File: src/rtl/mapu_row_packer.sv
// mapu_row_packer: packs a row-major stream of nine elements into a 3x3 matrix for the Matrix APU
module mapu_row_packer #(
  parameter int DATA_WIDTH = 32
) (
  input  logic                    clk,
  input  logic                    reset,
  input  logic                    i_vld,
  output logic                    o_rdy,
  input  logic [DATA_WIDTH-1:0]   i_data,
  input  logic                    i_last,
  output logic                    o_vld,
  input  logic                    i_rdy,
  output logic [3*DATA_WIDTH-1:0] o_r0,
  output logic [3*DATA_WIDTH-1:0] o_r1,
  output logic [3*DATA_WIDTH-1:0] o_r2,
  output logic                    o_err,
  output logic [7:0]              o_err_cnt
);
  localparam int MW = 9 * DATA_WIDTH;
  typedef enum logic {FILLING, PENDING} fill_t;
  fill_t r_state, w_state_nxt;
  logic [3:0] r_idx;
  logic [MW-1:0] r_buf, r_out;
  logic r_vld, r_err;
  logic [7:0] r_err_cnt;
  logic w_acc, w_beat, w_end, w_err, w_done, w_load_new, w_load_pend;
  logic [MW-1:0] w_full;
  assign w_acc       = i_vld & o_rdy;
  assign w_beat      = r_vld & i_rdy;
  assign w_end       = r_idx == 4'd8;
  assign w_err       = w_acc & (i_last ^ w_end);
  assign w_done      = w_acc & i_last & w_end;
  assign w_load_new  = w_done & (~r_vld | w_beat);
  assign w_load_pend = (r_state == PENDING) & w_beat;
  // the final element bypasses the fill buffer when OUT can take the matrix directly
  assign w_full      = {i_data, r_buf[MW-DATA_WIDTH-1:0]};
  always_ff @(posedge clk) begin
    if (reset) r_state <= FILLING;
    else       r_state <= w_state_nxt;
  end
  always_comb begin
    w_state_nxt = (r_state == FILLING) ? ((w_done & ~w_load_new) ? PENDING : FILLING)
                                       : (w_beat ? FILLING : PENDING);
  end
  always_comb begin
    o_rdy = ~reset & (r_state == FILLING);
  end
  always_ff @(posedge clk) begin
    if (reset) begin
      r_idx     <= 4'd0;
      r_buf     <= '0;
      r_out     <= '0;
      r_vld     <= 1'b0;
      r_err     <= 1'b0;
      r_err_cnt <= 8'd0;
    end else begin
      r_err <= w_err;
      if (w_err && r_err_cnt != 8'hff) r_err_cnt <= r_err_cnt + 8'd1;
      if (w_acc) begin
        r_idx <= (w_err || w_done) ? 4'd0 : r_idx + 4'd1;
        r_buf[r_idx*DATA_WIDTH +: DATA_WIDTH] <= i_data;
      end
      if (w_load_new)       r_out <= w_full;
      else if (w_load_pend) r_out <= r_buf;
      r_vld <= w_load_new | w_load_pend | (r_vld & ~w_beat);
    end
  end
  assign o_vld     = r_vld;
  assign o_r0      = r_out[3*DATA_WIDTH-1:0];
  assign o_r1      = r_out[6*DATA_WIDTH-1:3*DATA_WIDTH];
  assign o_r2      = r_out[MW-1:6*DATA_WIDTH];
  assign o_err     = r_err;
  assign o_err_cnt = r_err_cnt;
endmodule

File: config.mk
export PLATFORM = sky130hd
export DESIGN_NAME = mapu_row_packer
export DESIGN_NICKNAME = d
export VERILOG_FILES = /design/src/rtl/mapu_row_packer.sv
export SDC_FILE = /design/constraint.sdc
export NUM_CORES = 1
export LEC_CHECK = 0
export CAP_MARGIN = 20
export CORE_MARGIN = 3
export CORE_UTILIZATION = 48
export DETAILED_ROUTE_END_ITERATION = 12
export GPL_TIMING_DRIVEN = 0
export PLACE_DENSITY = 0.72
export SYNTH_ARGS = -nofsm -noshare
export SYNTH_HDL_FRONTEND = slang
export SYNTH_SLANG_ARGS = --single-unit
File: constraint.sdc
create_clock -name clk -period 2.8 [get_ports clk]
set_input_delay 0.42 -clock clk [delete_from_list [all_inputs] [get_ports clk]]
set_output_delay 0.42 -clock clk [all_outputs]
set_load 0.05 [all_outputs]
Word level (Yosys, flattened, before mapping)
Cells that the tools add are included.

cells by class
  muxes and demuxes = 7
  equal/unequal tests = 2
  reductions and logical operators = 3
  add/sub/neg operators = 3
  shift-type cells = 2
  bitwise gates (word level) = 19

operators with widths
  kind                                                      number
  2-to-1 mux 288 bit                                        2
  bitwise mux 288 bit                                       1
  variable shift 32 x 34 -> 288 bit (first input constant)  1
  indexed part select 32 x 34 -> 288 bit                    1
  negator 9 -> 34 bit                                       1
  AND 1 bit                                                 10
  adder 8 x 1 -> 8 bit (second input constant)              1
  != test 8 bit (second input constant)                     1
  NOT 1 bit                                                 5
  adder 4 x 1 -> 4 bit (second input constant)              1
  equality test 4 bit (second input constant)               1
  2-to-1 mux 4 bit                                          1
  2-to-1 mux 1 bit                                          3
  OR 1 bit                                                  3
  nonzero test 2 bit                                        1
  logical AND 1 bit                                         1
  logical OR 1 bit                                          1
  bitwise XOR 1 bit                                         1

word-level totals
  bits in registers = 591
  logic and storage cells = 43

Logic depth before layout (Yosys ltp)
Gate-level depths: netlist of run 1.

  depth in word-level cells = 10
  mapped depth = 12
  depth with buffers taken out = 7

Least setup slack after synthesis of run 1
OpenSTA, ideal clock, no wires.

  path type = flip-flop to flip-flop
  start = reg r_idx[0]
  end = reg r_buf[130]
  required time = 2677 ps
  arrival time = 2886 ps
  setup time = 123 ps
  setup slack = -209 ps
  stages on the path, launching flop included = 12
  cells stage by stage = dfxtp_1 > clkbuf_1 > buf_1 > nor3_1 > ha_1 > or4b_1 > buf_4 > nor2_2 > and3_1 > buf_2 > buf_4 > mux2_1

on the way
  longest elaborated chain between the ends = 3

RTL lines
  item                                                                                         RTL line  source
  start, declared                                                                              22        logic [3:0] r_idx;
  start signal, assigned                                                                       60        r_idx <= (w_err || w_done) ? 4'd0 : r_idx + 4'd1;
  negator 9 -> 34 bit (*)                                                                      61        r_buf[r_idx*DATA_WIDTH +: DATA_WIDTH] <= i_data;
  indexed part select 32 x 34 -> 288 bit or variable shift 32 x 34 -> 288 bit (tied branches)  61
  bitwise mux 288 bit (*)                                                                      61
  end signal, assigned by index                                                                61
  end, declared                                                                                23        logic [MW-1:0] r_buf, r_out;

Mark *: on every way between the ends. The rest lies on a longest branch, timed or not.
A chain may end at the register's enable or synchronous reset.

Final worst setup path of run 1
  start = in reset
  end = out o_rdy

on the way
  longest elaborated chain between the ends = 2

RTL lines
  item             RTL line  source
  start, declared  6         input logic reset,
  NOT 1 bit        46        o_rdy = ~reset & (r_state == FILLING);
  AND 1 bit        46
  end, declared    8         output logic o_rdy,

Every way passes these cells.

==> results of run 1 <==
## final timing paths
path         startpoint          to  slack [ps]
max               reset       o_rdy          60
max reg2reg    r_idx[2]  r_buf[189]          90
min reg2reg  r_out[144]  r_out[144]         450
min           i_data[1]   r_buf[97]         250
## cell type report
class	count	area, sq um	area share (%)
clock inverters	14	180	0.640
repair buffers	343	3440	12.2
inverters	11	41.3	0.147
plain buffers	214	1070	3.79
well taps	592	741	2.63
diodes	1	2.50	0.00889
clock buffers	90	1770	6.30
flip-flops and latches	591	11800	42.0
multi-input cells	1812	9080	32.2
## placed cells by master, fill, tap and decap left out, types with 24 or more instances in the layout
master,Yosys,final
mux2_2,26,26
mux2i_1,73,72
a21oi_1,423,423
nor3_1,27,25
dfxtp_1,591,589
o21ai_0,29,29
o21ai_1,24,24
clkdlybuf4s50_1,0,325
nand2_1,934,934
clkbuf_16,0,61
nand3_1,99,99
nor2b_1,27,27
clkbuf_1,152,114
buf_2,49,46
clkbuf_2,0,38
## routing by layer
metal | vias up | GRT usage, % | share of wire (%)
met5 | - | 0 | 0
met4 | 0 | 12.2 | 4.4
met3 | 208 | 7.28 | 8.8
met2 | 909 | 50.3 | 46
met1 | 9623 | 39.2 | 40
li1 | 9524 | - | -
## state kept, by name, summed over array words and instances, names as in the netlist
name       count
o_err_cnt      8
r_buf        288
o_err          1
r_state        1
r_idx          4
r_out        288
o_vld          1
## power breakdown
group	internal [mW]	total, mW	switching, mW
registers	8.43	8.44	0.0133
clock network	4.70	7.96	3.26
logic	0.141	0.693	0.552
total	13.3	17.1	3.83
## worst max-delay path, stage by stage
cell and delay [ps]:
clkdlybuf4s50_1 590, buf_2 280, clkbuf_4 300, clkbuf_2 280, nor2_1 80, clkdlybuf4s15_2 350
## through the flow
stage | hold WS (ps) | setup TNS (ps)
6_report | 250 | 0
4_1_cts | 222 | 0
2_1_floorplan | 429 | 0
5_1_grt | 233 | -3.49
3_5_place_dp | 444 | -452570
3_3_place_gp | 440 | -429170
## cell families (layout without fill, tap and decap cells)
family	count (synthesis)	count (layout)	synth area share, %
AOI/OAI and AO/OA	528	528	12.8
xor gates and xnor gates	4	4	0.161
adders and majority gates	4	4	0.230
buffers and inverters	230	672	4.49
DFF	591	591	54.4
muxes	122	122	5.90
other	0	1	0
and+or+nand+nor	1154	1154	22.0
## repair_timing
action | 4_1_cts | 5_1_grt
buffers inserted | 10 | 1
endpoints found under the setup margin | 584 | 225
pin swaps | 6 | 0
hold buffers | 0 | 0
gates cloned | 0 | 0
resized for setup | 85 | 17
==> flow_summary.json, run 1 <==
{
  "clk_pin_slew_ps": 60,
  "synth_ff_type": "dfxtp_1",
  "r2r_cells": 10,
  "hp-class": "input pin to flip-flop",
  "htree_levels": 2,
  "yosys_warnings": 0,
  "cts_buffers": 58,
  "core_sq_um": 44500,
  "drtAntennaViolNets": 0,
  "start_util_pct": 48.8,
  "cts_root_buffer": "clkbuf_16",
  "layout_worst_path_cycle_share_pct": 97.7,
  "max-cap-violations": 0,
  "yosys_register_bits": 591,
  "period_minus_slack_ps": 2740,
  "die_area_sq_um": 47900,
  "grtUsageTotal_pct": 30.7,
  "syn_area_sq_um": 21700,
  "syn2layout_area_growth_pct": 29.5,
  "grt_pass1_vias": 19300,
  "grt_max_degree": 15,
  "synth_cell_types": 53,
  "syn_avg_cell_area_sq_um": 8.26,
  "fmax_mhz": 365,
  "worstSkewPairLatency_ps": 610,
  "die_w_um": 219,
  "synth_edf_count": 0,
  "synth_area_leaders": "dfxtp_1 54%, nand2_1 16%, a21oi_1 9.7%, mux2i_1 3.4%, clkbuf_1 2.6%",
  "port_buffers": 326,
  "synthCells": 2633,
  "overflow": 0,
  "hold_depth": 3,
  "async_reset_ff_share_pct": 0,
  "utilization_pct": 63.3,
  "ys_top_cells_by_count": "934 x nand2_1, 591 x dfxtp_1, 423 x a21oi_1",
  "place_congestion": 0.916,
  "dp_cells": 3557,
  "p_leak_nw": 9.97,
  "hold_violations": 0,
  "place_hpwl_mm": 55.3,
  "slew-limit-headroom_pct": 26.6,
  "die_y_um": 219,
  "end_kind": "primary output",
  "setup_violations": 0,
  "design_area_sq_um": 28200,
  "cts_tree": "built",
  "placed_cell_area_sq_um": 25800,
  "fin_cells": 3668,
  "yosysTopAreaCell": "dfxtp_1",
  "final.setup.worst_slack_ps": 63.7,
  "antenna_found_initial": 1,
  "first_pass_iters": 5,
  "cp-start-kind": "input pin",
  "cp.arrival_ps": 2320,
  "drt-wirelength-per-cell_um": 20.8,
  "post-place-ws_ps": -1310,
  "ios": 336,
  "clock_sinks": 591,
  "synth_most_common_cell": "nand2_1",
  "vias": 20300,
  "power_mw": 17.1,
  "cp.required_ps": 2380,
  "drt_iter0_drc": 1916,
  "ir_drop_mv": 0.554,
  "syn_nets": 2674,
  "outcome": "finished, final reports clean",
  "slew_viol_final": 0,
  "layout-drive-gt1-share_pct": 8.65,
  "wirelength_mm": 76.2,
  "critPathMaxFanout": 10,
  "path_class": "input pin to primary output",
  "final_nets": 3072,
  "cts_max_path_buffers": 3,
  "tightest_slew_ps": 1090,
  "fin_worst_skew_ps": 15.9,
  "drc_errors": 0,
  "fillers": 3807,
  "rows": 77,
  "grt_pass1_wl_mm": 113,
  "synth_top_area_share_pct": 54.4,
  "ys_seq_area_share_pct": 54.4,
  "power.density_nw_per_um2": 607,
  "via_per_inst": 5.52
}
Power figures use the tool's default switching activity.
==> run 2: changes to the inputs <==
--- a/config.mk
+++ b/config.mk
@@ -5,7 +5,6 @@
 export SDC_FILE = /design/constraint.sdc
 export NUM_CORES = 1
 export LEC_CHECK = 0
-export CAP_MARGIN = 20
 export CORE_MARGIN = 3
 export CORE_UTILIZATION = 48
 export DETAILED_ROUTE_END_ITERATION = 12
==> run 2 against run 1 <==
  * Die area unchanged
  * Sequential power about the same
  * Global-route usage down 0.16 points
  * Total power down 1.2%
  * Non-clock buffer count down 7
  * Critical path depth up 4
  * Cell area down 0.59%
  * First-iteration DRC count up 3.6%
  * Core utilization down 0.37 points
  * Wire length down 0.29%
  * Largest power group unchanged
  * Clock-buffer cell count down 1
  * Combinational power down 3.0%
==> flow_summary.json, run 2 (synthesis results as in run 1) <==
{
  "core_sq_um": 44500,
  "cts_root_buffer": "clkbuf_16",
  "cp_cell_sequence": "buf_4 -> nor3_1 -> ha_2 -> or4b_4 -> buf_12 -> or4_1 -> buf_4 -> buf_6 -> nand2_1 -> a21oi_1",
  "cp.required_ps": 3260,
  "hp-class": "input pin to flip-flop",
  "vias": 20100,
  "holdBufCountCts": 0,
  "layout_common_cells": "934 x nand2_1, 590 x dfxtp_1, 423 x a21oi_1",
  "layout_commonest_cell": "nand2_1",
  "p_sw_mw": 3.81,
  "power_mw": 16.9,
  "overflow": 0,
  "outcome": "finished, final reports clean",
  "layout_worst_path_cycle_share_pct": 97.1,
  "start_util_pct": 48.8,
  "rows": 77,
  "r2r_setup_slack_ps": 80,
  "placed_cell_area_sq_um": 25800,
  "sw_frac_of_total_pct": 22.5,
  "fmax_mhz": 368,
  "cp-start-kind": "flip-flop",
  "clock_sinks": 591,
  "grtUsageTotal_pct": 30.5,
  "die_area_sq_um": 47900,
  "drtAntennaViolNets": 0,
  "drt-wirelength-per-cell_um": 20.7,
  "internal_power_mw": 13.1,
  "place_hpwl_mm": 54.4,
  "hold_violations": 0,
  "via_per_inst": 5.49,
  "max-cap-violations": 0,
  "port_buffers": 326,
  "cts_max_path_buffers": 3,
  "seqPwrFrac_pct": 50.0,
  "clk_pin_slew_ps": 60,
  "antenna_found_initial": 1,
  "end_kind": "flip-flop",
  "drc_errors": 0,
  "design_area_sq_um": 28000,
  "cts_tree": "built",
  "die_y_um": 219,
  "syn2layout_area_growth_pct": 28.8,
  "final_nets": 3064,
  "tightest_slew_ps": 1340,
  "drt_iter0_drc": 1985,
  "path_class": "flip-flop to flip-flop",
  "wirelength_mm": 75.9,
  "first_pass_iters": 6,
  "grt_pass1_wl_mm": 111,
  "period_minus_slack_ps": 2720,
  "pwr-share-comb_pct": 4.0,
  "crit_top_cell": "buf_4",
  "ir_drop_mv": 0.527,
  "fillers": 3827,
  "cp.arrival_ps": 3170,
  "slew_viol_final": 0,
  "die_w_um": 219,
  "rsz0062_at_grt": "false",
  "slew-limit-headroom_pct": 10.6,
  "pwr-share-clk_pct": 46.0,
  "place_congestion": 0.916,
  "grt_max_degree": 15,
  "cts_buffers": 57,
  "multiInputGateArea_sq_um": 9060,
  "htree_levels": 2,
  "fin_tns_setup_ps": 0,
  "grt_pass1_vias": 19000,
  "layout-drive-gt1-share_pct": 8.31,
  "max_stage_delay_ps": 550,
  "power.density_nw_per_um2": 603,
  "worstSkewPairLatency_ps": 610,
  "setup_violations": 0,
  "register_area_sq_um": 11800,
  "crit_path_top_delay_cell": "or4_1",
  "fin_worst_skew_ps": 24.1,
  "critPathMaxFanout": 10,
  "ios": 336,
  "p_leak_nw": 9.88
}
run 2: worst max-delay path, delay by kind of cell, from the launching register on:
family                   cells  cell delay (ps)
adder cells (fa/ha/maj)      1              200
buffers and inverters        4              720
flip-flops                   1              410
AO/OA/AOI/OAI                1               60
AND/OR/NAND/NOR              4             1190
run 2: area by class of cell:
class	count	share of cell area, %
Sequential cell	591	42.3
Multi-Input combinational cell	1812	32.3
Timing Repair Buffer	337	12.0
Clock buffer	89	6.21
Buffer	213	3.83
Tap cell	592	2.65
Clock inverter	15	0.585
Inverter	11	0.147
Antenna cell	1	0.00894
run 2: power groups by stage:
stage	registers (mW)	clock network [mW]	logic (mW)
floorplan	8.63	0	0.288
global placement	8.63	0	0.618
detailed placement	8.63	0	0.627
CTS	8.44	7.83	0.645
global route	8.44	8.18	0.692
finish	8.44	7.78	0.672
run 2: timing repair:
item / CTS / global route
pin swaps: 7 / 1
buffers inserted: 9 / 2
resized for setup: 89 / 13
setup endpoints to repair: 583 / 166
run 2: through the flow:
stage / setup WS (ps) / std cells / hold slack (ps) / util [%]
final: 81.9 / 3661 / 257 / 62.9
after global routing: 7.24 / 3661 / 239 / 62.9
after CTS: 3.01 / 3660 / 221 / 62.8
after detailed placement: -1260 / 3551 / 443 / 57.9
after global placement: -1260 / 3551 / 440 / 57.9
after floorplan: 18.8 / 2633 / 429 / -
run 2: final timing paths:
kind / cells after the start / start / to
setup / recovery: 10 / r_idx[2] / r_buf[180]
hold / removal: 3 / i_data[1] / r_buf[225]
setup reg to reg: 10 / r_idx[2] / r_buf[180]
hold reg to reg: 2 / r_buf[124] / r_out[124]
run 2: layer usage:
| metal | track usage, % | wire length [um] | vias to the layer above | share of wire, % |
|---|---|---|---|---|
| li1 | - | - | 9509 | - |
| met1 | 39.0 | 30500 | 9515 | 40 |
| met2 | 49.9 | 35300 | 880 | 46 |
| met3 | 6.51 | 6680 | 178 | 8.8 |
| met4 | 13.5 | 3430 | 0 | 4.5 |
| met5 | 0 | 0 | - | 0 |
